<file path="src/rtl/magic_square_gen.sv">
// rtl/magic_square_gen.sv - streams the Lo Shu magic squares over a valid/ready grid interface
module magic_square_gen #(
    parameter bit MIRROR_EN = 1'b1
) (
    input  logic       clock,
    input  logic       reset,
    input  logic       start,
    input  logic       ready,
    output logic       valid,
    output logic [3:0] num1,
    output logic [3:0] num2,
    output logic [3:0] num3,
    output logic [3:0] num4,
    output logic [3:0] num5,
    output logic [3:0] num6,
    output logic [3:0] num7,
    output logic [3:0] num8,
    output logic [3:0] num9,
    output logic [2:0] index,
    output logic       done
);

    typedef enum logic {
        IDLE,
        EMIT
    } state_t;

    localparam logic [2:0] LAST = MIRROR_EN ? 3'd7 : 3'd3;

    state_t      state;
    state_t      state_nx;
    logic [2:0]  index_nx;
    logic        done_nx;
    logic [35:0] grid;

    // Each hex digit is one cell, num1 in the top nibble.
    function automatic logic [35:0] grid_of(input logic [2:0] i);
        case (i)
            3'd0:    grid_of = 36'h276951438;
            3'd1:    grid_of = 36'h492357816;
            3'd2:    grid_of = 36'h834159672;
            3'd3:    grid_of = 36'h618753294;
            3'd4:    grid_of = 36'h672159834;
            3'd5:    grid_of = 36'h294753618;
            3'd6:    grid_of = 36'h438951276;
            default: grid_of = 36'h816357492;
        endcase
    endfunction

    always_ff @(posedge clock or posedge reset) begin
        if (reset) begin
            state <= IDLE;
            index <= 3'd0;
            done  <= 1'b0;
        end else begin
            state <= state_nx;
            index <= index_nx;
            done  <= done_nx;
        end
    end

    always_comb begin
        state_nx = state;
        index_nx = index;
        done_nx  = 1'b0;
        case (state)
            IDLE: begin
                if (start) begin
                    state_nx = EMIT;
                    index_nx = 3'd0;
                end
            end
            EMIT: begin
                if (ready) begin
                    if (index == LAST) begin
                        state_nx = IDLE;
                        index_nx = 3'd0;
                        done_nx  = 1'b1;
                    end else begin
                        index_nx = index + 3'd1;
                    end
                end
            end
            default: state_nx = IDLE;
        endcase
    end

    // Outputs decode straight from reset-cleared registers, so reset blanks them at once.
    assign valid = (state == EMIT);
    assign grid  = valid ? grid_of(index) : 36'd0;
    assign {num1, num2, num3, num4, num5, num6, num7, num8, num9} = grid;

endmodule
</file>
<file path="config.mk">
export PLATFORM = sky130hd
export DESIGN_NAME = magic_square_gen
export DESIGN_NICKNAME = d
export VERILOG_FILES = /design/src/rtl/magic_square_gen.sv
export SDC_FILE = /design/constraint.sdc
export NUM_CORES = 1
export LEC_CHECK = 0
export ABC_AREA = 0
export ABC_CLOCK_PERIOD_IN_PS = 2009
export BUFFER_PORTS_ARGS = -buffer_cell sky130_fd_sc_hd__buf_2
export CAP_MARGIN = 15
export CORE_MARGIN = 2
export CORE_UTILIZATION = 42
export CTS_CLUSTER_DIAMETER = 30
export DETAILED_ROUTE_END_ITERATION = 8
export PLACE_DENSITY = 0.78
export SKIP_CTS_REPAIR_TIMING = 1
export SYNTH_ARGS = -nofsm -noshare
export SYNTH_HDL_FRONTEND = slang
export SYNTH_SLANG_ARGS = --single-unit
export TNS_END_PERCENT = 10
</file>
<file path="constraint.sdc">
create_clock -name clock -period 2.01 [get_ports clock]
set_input_delay 0 -clock clock [delete_from_list [all_inputs] [get_ports clock]]
set_output_delay 0 -clock clock [all_outputs]
set_load 0.01 [all_outputs]
</file>
# [Word level (Yosys, flattened, before mapping)]
# Index checks and enable logic that the tools add are counted.
[word_totals] input_bits=4 output_inout_bits=41 ff_bits=5
[classes] eq_ne=9 add_sub_neg=1 n_bitwise=1 n_reduce_logical=2 muxes=13
[ops] op="$pmux W36 S7" count=1
[ops] op="$mux W36" count=1
[ops] op="$eq A3 B3 Y1 const B" count=4
[ops] op="$mux W3" count=3
[ops] op="$eq A3 B2 Y1 const B" count=2
[ops] op="$mux W1" count=6
[ops] op="$pmux W3 S2" count=1
[ops] op="$ne A2 B2 Y1 const B" count=2
[ops] op="$add A3 B1 Y3 const B" count=1
[ops] op="$eq A3 B1 Y1 const B" count=1
[ops] op="$logic_not A3 Y1" count=1
[ops] op="$pmux W1 S2" count=1
[ops] op="$reduce_and A2 Y1" count=1
[ops] op="$not A1 Y1" count=1

# [Depth between registers and ports, before layout]
# Gate-level depths: netlist (run 1).
[logic_depth] depth_word=4 ltp_mapped=8 ltp_nobuf=5

# [Worst setup path before layout (run 1)]
# OpenSTA, ideal clock, no wires.
[synth_path] kind="register to output" from="register index[0]" to="output port num7[2]" path_buffers=2 slack_ps=319 arrival_time_ps=1691 stages_incl_launch_ff=8 cell_sequence="dfrtp_1 > ha_1 > ha_1 > buf_2 > nor3_1 > nor2_1 > a21oi_1 > buf_4"
[synth_between] elab_chain_len=3 elab_cells_between_ends=9
[synth_rtl] item="start, declared" line="19" source="output logic [2:0] index,"
[synth_rtl] item="start signal, assigned" line="57" source="index <= index_nx;"
[synth_rtl] item="$eq A3 B3 Y1, or another cell as far along" line="38" source="case (i)"
[synth_rtl] item="$pmux W36 S7 *" line="38"
[synth_rtl] item="$mux W36 *" line="90" source="assign grid = valid ? grid_of(index) : 36'd0;"
[synth_rtl] item="end, declared" line="16" source="output logic [3:0] num7,"
# Mark *: on every way between the ends. The rest lies on a longest branch, timed or not.

# [Worst setup path after layout (run 1)]
[layout_path] from="register index[0]" to="output port num3[3]"
[layout_between] elab_chain_len=3 elab_cells_between_ends=9
[layout_rtl] item="$eq A3 B3 Y1, or another cell as far along" line="38"
[layout_rtl] item="$pmux W36 S7 *" line="38"
[layout_rtl] item="$mux W36 *" line="90"
[layout_rtl] item="end, declared" line="12" source="output logic [3:0] num3,"
# Marks and branches as above.

==> results of run 1 <==
worst max path at each step:
stage	from	endpoint	slack, ns	cells after the start
5_1_grt	index[1]$_DFFE_PP0P_	num9[2]	0.006	6
2_1_floorplan	index[0]$_DFFE_PP0P_	num7[2]	0.32	7
6_report	index[0]$_DFFE_PP0P_	num3[3]	0.14	6
3_3_place_gp	index[0]$_DFFE_PP0P_	num3[3]	0.44	6
4_1_cts	index[0]$_DFFE_PP0P_	num3[3]	0.16	6
3_5_place_dp	index[0]$_DFFE_PP0P_	num3[3]	0.41	6
routing by layer:
layer | share of wire (%) | global-route usage, % | wire length (microns) | up-vias
met5 | 0 | 0 | 0 | -
met4 | 0 | 5.71 | 0 | 0
met3 | 5.1 | 4.37 | 76 | 0
met2 | 52 | 24.2 | 769 | 23
met1 | 43 | 16.4 | 645 | 308
li1 | - | - | - | 330
layout make-up:
| class | count | area [sq um] |
|---|---|---|
| clock buffer | 4 | 26.3 |
| fill | 170 | 855 |
| multi-input combinational | 61 | 424 |
| tap | 17 | 21.3 |
| sequential | 5 | 125 |
| timing repair buffer | 41 | 215 |
| inverter | 6 | 22.5 |
through the flow:
step | area (sq um) | worst slack (ns) | total power (uW)
after floorplan | 757 | 0.319 | 1310
after global placement | 798 | 0.444 | 1590
after detailed placement | 798 | 0.414 | 1610
after CTS | 825 | 0.158 | 1730
after global routing | 835 | 0.00643 | 1900
final | 835 | 0.137 | 1720
flip-flops by register name, summed over array words and instances, names as in the netlist:
register  flops
index         3
done          1
valid         1
cell families (layout without fill, tap and decap cells):
logic type / count (synthesis) / in the layout / synth area share, %
AO/OA/AOI/OAI: 21 / 21 / 22.0
multiplexers: 1 / 1 / 1.36
other: 1 / 6 / 0.508
adder cells (fa/ha/maj): 6 / 6 / 10.2
AND/OR/NAND/NOR: 27 / 27 / 20.8
flip-flops: 5 / 5 / 16.9
buffers and inverters: 30 / 51 / 28.1
cells in the final DEF (no fill, tap or decap):
cell	count
sky130_fd_sc_hd__conb_1	6
sky130_fd_sc_hd__nor2b_4	1
sky130_fd_sc_hd__a32o_1	1
sky130_fd_sc_hd__a21boi_0	6
sky130_fd_sc_hd__inv_2	1
sky130_fd_sc_hd__mux2i_1	1
sky130_fd_sc_hd__o21ai_0	2
sky130_fd_sc_hd__o41ai_2	1
sky130_fd_sc_hd__nand2_1	8
sky130_fd_sc_hd__o31ai_1	1
sky130_fd_sc_hd__buf_4	2
sky130_fd_sc_hd__nor2b_1	3
sky130_fd_sc_hd__and2_2	1
sky130_fd_sc_hd__dfrtp_1	5
sky130_fd_sc_hd__and3_1	1
sky130_fd_sc_hd__nor4_4	1
sky130_fd_sc_hd__o31a_1	3
sky130_fd_sc_hd__o21bai_1	1
sky130_fd_sc_hd__a21oi_1	3
sky130_fd_sc_hd__nor2_1	6
sky130_fd_sc_hd__o21a_1	2
sky130_fd_sc_hd__clkbuf_1	1
sky130_fd_sc_hd__inv_1	5
sky130_fd_sc_hd__nor3_1	3
sky130_fd_sc_hd__clkbuf_4	3
sky130_fd_sc_hd__ha_1	6
sky130_fd_sc_hd__dlygate4sd3_1	1
sky130_fd_sc_hd__buf_2	38
sky130_fd_sc_hd__and2_1	3
sky130_fd_sc_hd__o211a_1	1
where the power goes:
group | switching [uW] | leakage, uW | internal, uW | total [uW]
registers | 50.3 | 0.0000600 | 135 | 185
logic | 791 | 0.000385 | 629 | 1420
clock network | 39.1 | 0.0000150 | 74.9 | 114
total | 880 | 0.000460 | 839 | 1720
critical path: cells and delay by family (launching register included):
| family | cells | cell delay (ns) |
|---|---|---|
| and+or+nand+nor | 1 | 0.11 |
| AOI/OAI and AO/OA | 2 | 0.34 |
| adders and majority gates | 2 | 0.65 |
| DFF | 1 | 0.42 |
| buffers and inverters | 1 | 0.12 |
==> implementation parameters, run 1 <==
Parameter                              Value

Setup path
  Most used cell, CP    sky130_fd_sc_hd__ha_1
  Cells along the critical path    ha_1 -> ha_1 -> nor3_1 -> o21ai_0 -> o211a_1 -> buf_2
  R2R Path Start    valid$_DFF_PP0_
  Critical Path Fanout Max    9
  Reg-to-reg slack, setup    around 0.71 ns
  Worst path required time    2.01 ns
  Critical Path Sink Type    output pin
  Critical path's slowest cell    sky130_fd_sc_hd__dfrtp_1
  Delay contributed by the slowest stage of the critical path    0.42 ns
  CP Data Arrival Time    1.87 ns
  Setup Crit Path Kind    reg -> out
  Reg-to-reg endpoint    index[0]$_DFFE_PP0P_
  Critical Path Source Type    flip-flop
  R2R cell count    3

Placement
  Routability congestion estimate from global placement    0.794
  Detailed Place HPWL    between 1000 and 1500 microns
  Placed insts    between 100 and 150
  Total of buffers placed on input and output ports    38

Global routing
  GRT overflow    0
  Total global routing track utilization    approximately 14%
  Number of global-route vias before repair    559
  Wire length of the first global-routing pass    between 2000 and 2500 microns
  Initial antenna violation count    0
  Maximum number of pins on one net before global-route repair    18

Die
  Die footprint    2110 sq um
  Starting density of the core    43.7%
  Number of top-level design ports    45
  Site Rows    15
  Die height    roughly 46 microns
  Die extent in x    approximately 46 microns
  Area of the core    approximately 1700 sq um

Finish
  Syn-to-layout area delta    13.1%
  Layout Cells excl Fill    roughly 130
  Share of post-route cells with drive strength above 1    about two fifths
  Final core utilization    slightly below 50%
  Net count reported at finish    roughly 130
  Count of antenna diodes in the layout    0

Min path
  Worst min path class    in -> reg
  Endpoint, Worst Hold    valid$_DFF_PP0_
  Number of stages on the worst hold path    3
  Worst hold start    start

Power and ir drop
  Power per cell area    a little over 2000 nW/um^2
  Static leakage power    roughly 0.00046 uW
  Maximum vdd ir drop    approximately 870 uV

CTS
  Clock tree from TritonCTS    yes
  Longest Clk Path Bufs    2
  Insertion delay to the later sink of the worst-skew pair    0.24 ns
  Clock tree root driver cell    sky130_fd_sc_hd__clkbuf_4
  Number of clock sinks    5
  Clock buffer count from CTS    3
  CTS H-Tree Depth    1
  Clock-pin slew on the worst setup and hold paths    ~0.04 ns

Routing
  Via count    roughly 660
  Wire length after detailed routing    between 1000 and 1500 microns
  Per-cell routed wire length    approximately 11 microns
  DRC violations left    0
  Number of routed nets with antenna violations    0
  DR iter-0 viols    2
  Via count normalized by instance count    between 4 and 5
  Drt first pass iters    4

Synthesis
  Top-area cell type share of the netlist area    between 10% and 20%
  Proportion of register bits with asynchronous set or reset after synthesis    between 90% and 100%
  Most frequent cell after synthesis    sky130_fd_sc_hd__buf_4
  Number of enable flip-flop cells after synthesis    0
  Cell types with the largest area share after synthesis    sky130_fd_sc_hd__dfrtp_1 17%, sky130_fd_sc_hd__buf_4 16%, sky130_fd_sc_hd__ha_1 10%, sky130_fd_sc_hd__a21boi_0 6.1%, sky130_fd_sc_hd__buf_6 6.1%
  Sequential cell area fraction in the yosys report    16.9%
  Distinct cell type count after synthesis    28
  Commonest cells in the synthesized netlist    16 x sky130_fd_sc_hd__buf_4, 8 x sky130_fd_sc_hd__nand2_1, 6 x sky130_fd_sc_hd__a21boi_0, 6 x sky130_fd_sc_hd__ha_1, 6 x sky130_fd_sc_hd__nor2_1
  Cell count after synthesis    91
  Area of the mapped netlist    ~740 sq um
  Most area-hungry cell type in the Yosys netlist    sky130_fd_sc_hd__dfrtp_1
  Yosys warns    0
  FF+latch count, synth    5
  Syn Area/Cell    approximately 8.1 sq um
  Ys flop type    sky130_fd_sc_hd__dfrtp_1

STA
  Unrepaired setup endpoints after global routing    no
  Tmin final    approximately 1.9 ns
  Min Hold Slack    0.0132 ns
  Top achievable clock speed    between 500 and 600 MHz
  Period utilization    approximately 93%
  Clock skew after layout    0.00552 ns
  Number of hold violations in the final report    0
  Slew Limit Fails    0
  Final sum of negative setup slack    0 ns
  Setup violation total in the final timing report    0

Job
  # Max-Cap Violations    0

Outcome
  Outcome    completed
Power figures use the tool's default switching activity.
==> run 2: changes to the inputs <==
--- a/config.mk
+++ b/config.mk
@@ -14,6 +14,7 @@
 export CTS_CLUSTER_DIAMETER = 30
 export DETAILED_ROUTE_END_ITERATION = 8
 export PLACE_DENSITY = 0.78
+export REMOVE_ABC_BUFFERS = 1
 export SKIP_CTS_REPAIR_TIMING = 1
 export SYNTH_ARGS = -nofsm -noshare
 export SYNTH_HDL_FRONTEND = slang
==> run 2 against run 1 <==
Compared with the run above: sequential power is essentially flat; die area is the same; combinational power is essentially flat; critical path depth is the same; via count shrank 1.5%; hold slack gained 0.0050 ns; global-route usage grew 1.5 points; largest cell class unchanged; utilization grew 0.15 points; non-clock buffer count is the same.
==> implementation parameters, run 2 (synthesis results as in run 1) <==
Parameter                              Value

Routing
  DR iter-0 viols    16
  Metal1 wirelength    711 microns
  Wire length after detailed routing    approximately 1500 microns
  WL met3    105 microns
  Drt first pass iters    4
  Uppermost layer routed    met4
  Via count    roughly 650
  Per-cell routed wire length    around 11 microns
  Routed met2 length    ~650 microns
  Via count normalized by instance count    between 4 and 5
  Number of routed nets with antenna violations    0
  DRC violations left    0

Die
  Die extent in x    about 46 microns
  Area of the core    1690 sq um
  Die footprint    approximately 2100 sq um
  Die height    45.9 microns
  Starting density of the core    ~44%
  Site Rows    15
  Number of top-level design ports    45

Finish
  Filler Cells Inserted    about 170
  Leading cell type in the layout, fill and taps excluded    sky130_fd_sc_hd__buf_2
  Largest Register    index
  Share of post-route cells with drive strength above 1    between 40% and 50%
  Flip-flop count of the largest register, all copies and words added    3
  Reg area    ~130 sq um
  Net count reported at finish    128
  Final core utilization    49.6%
  Total area of multi-input combinational cells    around 430 sq um
  Count of antenna diodes in the layout    0
  Leading cell types in the layout, fill and taps excluded    38 x sky130_fd_sc_hd__buf_2, 8 x sky130_fd_sc_hd__nand2_1, 6 x sky130_fd_sc_hd__nor2_1, 6 x sky130_fd_sc_hd__a21boi_0, 6 x sky130_fd_sc_hd__conb_1
  Syn-to-layout area delta    13.4%

STA
  Slew Limit Fails    0
  Period utilization    89.2%
  Clock skew after layout    roughly 0.00042 ns
  Setup violation total in the final timing report    0
  Top achievable clock speed    between 500 and 600 MHz
  Final sum of negative setup slack    0 ns
  Number of hold violations in the final report    0
  Unrepaired setup endpoints after global routing    no
  Tmin final    roughly 1.8 ns

Global routing
  Maximum number of pins on one net before global-route repair    18
  Number of global-route vias before repair    550
  Wire length of the first global-routing pass    around 2400 microns
  Total global routing track utilization    15.7%
  Initial antenna violation count    0
  GRT overflow    0

Setup path
  Count of cell instances traversed by the critical path    6
  Critical Path Source Type    flip-flop
  R2R cell count    3
  Worst path required time    2.01 ns
  Critical Path Sink Type    output pin
  CP startpoint    index[0]$_DFFE_PP0P_
  Cells along the critical path    ha_1 -> ha_2 -> nor3_1 -> nor2_1 -> a21oi_1 -> buf_2
  Delay contributed by the slowest stage of the critical path    between 0.4 and 0.5 ns
  Family with the most delay on the worst path    adder cells
  Last element of the critical path    num3[2]
  CP Data Arrival Time    around 1.8 ns
  Buffering stage count on the worst path with inverters included    1
  Critical Path Fanout Max    9
  Reg-to-reg endpoint    index[0]$_DFFE_PP0P_
  Reg-to-reg slack, setup    ~0.75 ns
  Setup Crit Path Kind    reg -> out
  Critical path's slowest cell    sky130_fd_sc_hd__dfrtp_1
  R2R Path Start    index[0]$_DFFE_PP0P_

CTS
  Clock tree from TritonCTS    yes
  CTS H-Tree Depth    1
  Insertion delay to the later sink of the worst-skew pair    between 0.2 and 0.25 ns
  Longest Clk Path Bufs    2
  Clock buffer count from CTS    3
  Number of clock sinks    5
  Clock-pin slew on the worst setup and hold paths    0.04 ns
  Clock tree root driver cell    sky130_fd_sc_hd__clkbuf_4

Placement
  Total of buffers placed on input and output ports    38
  Detailed Place HPWL    between 1000 and 1500 microns
  Routability congestion estimate from global placement    0.774

Power and ir drop
  Static leakage power    around 0.00046 uW
  Maximum vdd ir drop    just over 800 uV
  Power per cell area    ~2100 nW/um^2

Outcome
  Outcome    completed

Job
  # Max-Cap Violations    0

Min path
  Worst min path class    in -> reg
[run 2: worst reg2reg max path: cells and delay by family, from the launching register on]
| family | cells | cell delay (ns) |
|---|---|---|
| flops | 1 | 0.43 |
| compound gates | 1 | 0.25 |
| fa+ha+maj | 2 | 0.49 |
[run 2: worst min path at each step]
stage          slack (ns)   from               to  cells past startpoint
2_1_floorplan       -0.22  reset   done$_DFF_PP0_                      1
3_3_place_gp         -0.1  reset   done$_DFF_PP0_                      2
3_5_place_dp        -0.09  reset   done$_DFF_PP0_                      2
4_1_cts             -0.35  reset   done$_DFF_PP0_                      2
5_1_grt              0.04  start  valid$_DFF_PP0_                      3
6_report             0.02  start  valid$_DFF_PP0_                      3
[run 2: report_power, final]
group	leakage [uW]	switching [uW]	internal (uW)
clock	0.0000150	39.4	74.9
sequential	0.0000600	50.3	135
combinational	0.000384	795	632
[run 2: cell type report]
cell class / instances / area share (%)
multi-input cells: 61 / 51.0
repair buffers: 41 / 25.7
flip-flops and latches: 5 / 14.9
clock buffers: 4 / 3.14
inverters: 6 / 2.69
well taps: 17 / 2.54
[run 2: per-layer routing]
metal | vias up | GRT usage [%]
li1 | 334 | -
met1 | 279 | 20.2
met2 | 34 | 24.4
met3 | 4 | 1.59
met4 | 0 | 10.3
met5 | - | 0
[run 2: stage by stage]
| step | std cells | instance area [sq um] | power, uW | hold WS, ns | setup WS (ns) |
|---|---|---|---|---|---|
| 3_3_place_gp | 129 | 798 | 1600 | -0.0998 | 0.436 |
| 5_1_grt | 134 | 837 | 1930 | 0.0389 | 0.0319 |
| 6_report | 134 | 837 | 1730 | 0.0182 | 0.217 |
| 2_1_floorplan | 72 | 572 | 1080 | -0.221 | 0.378 |
| 4_1_cts | 133 | 825 | 1740 | -0.349 | 0.123 |
| 3_5_place_dp | 129 | 798 | 1620 | -0.0928 | 0.393 |
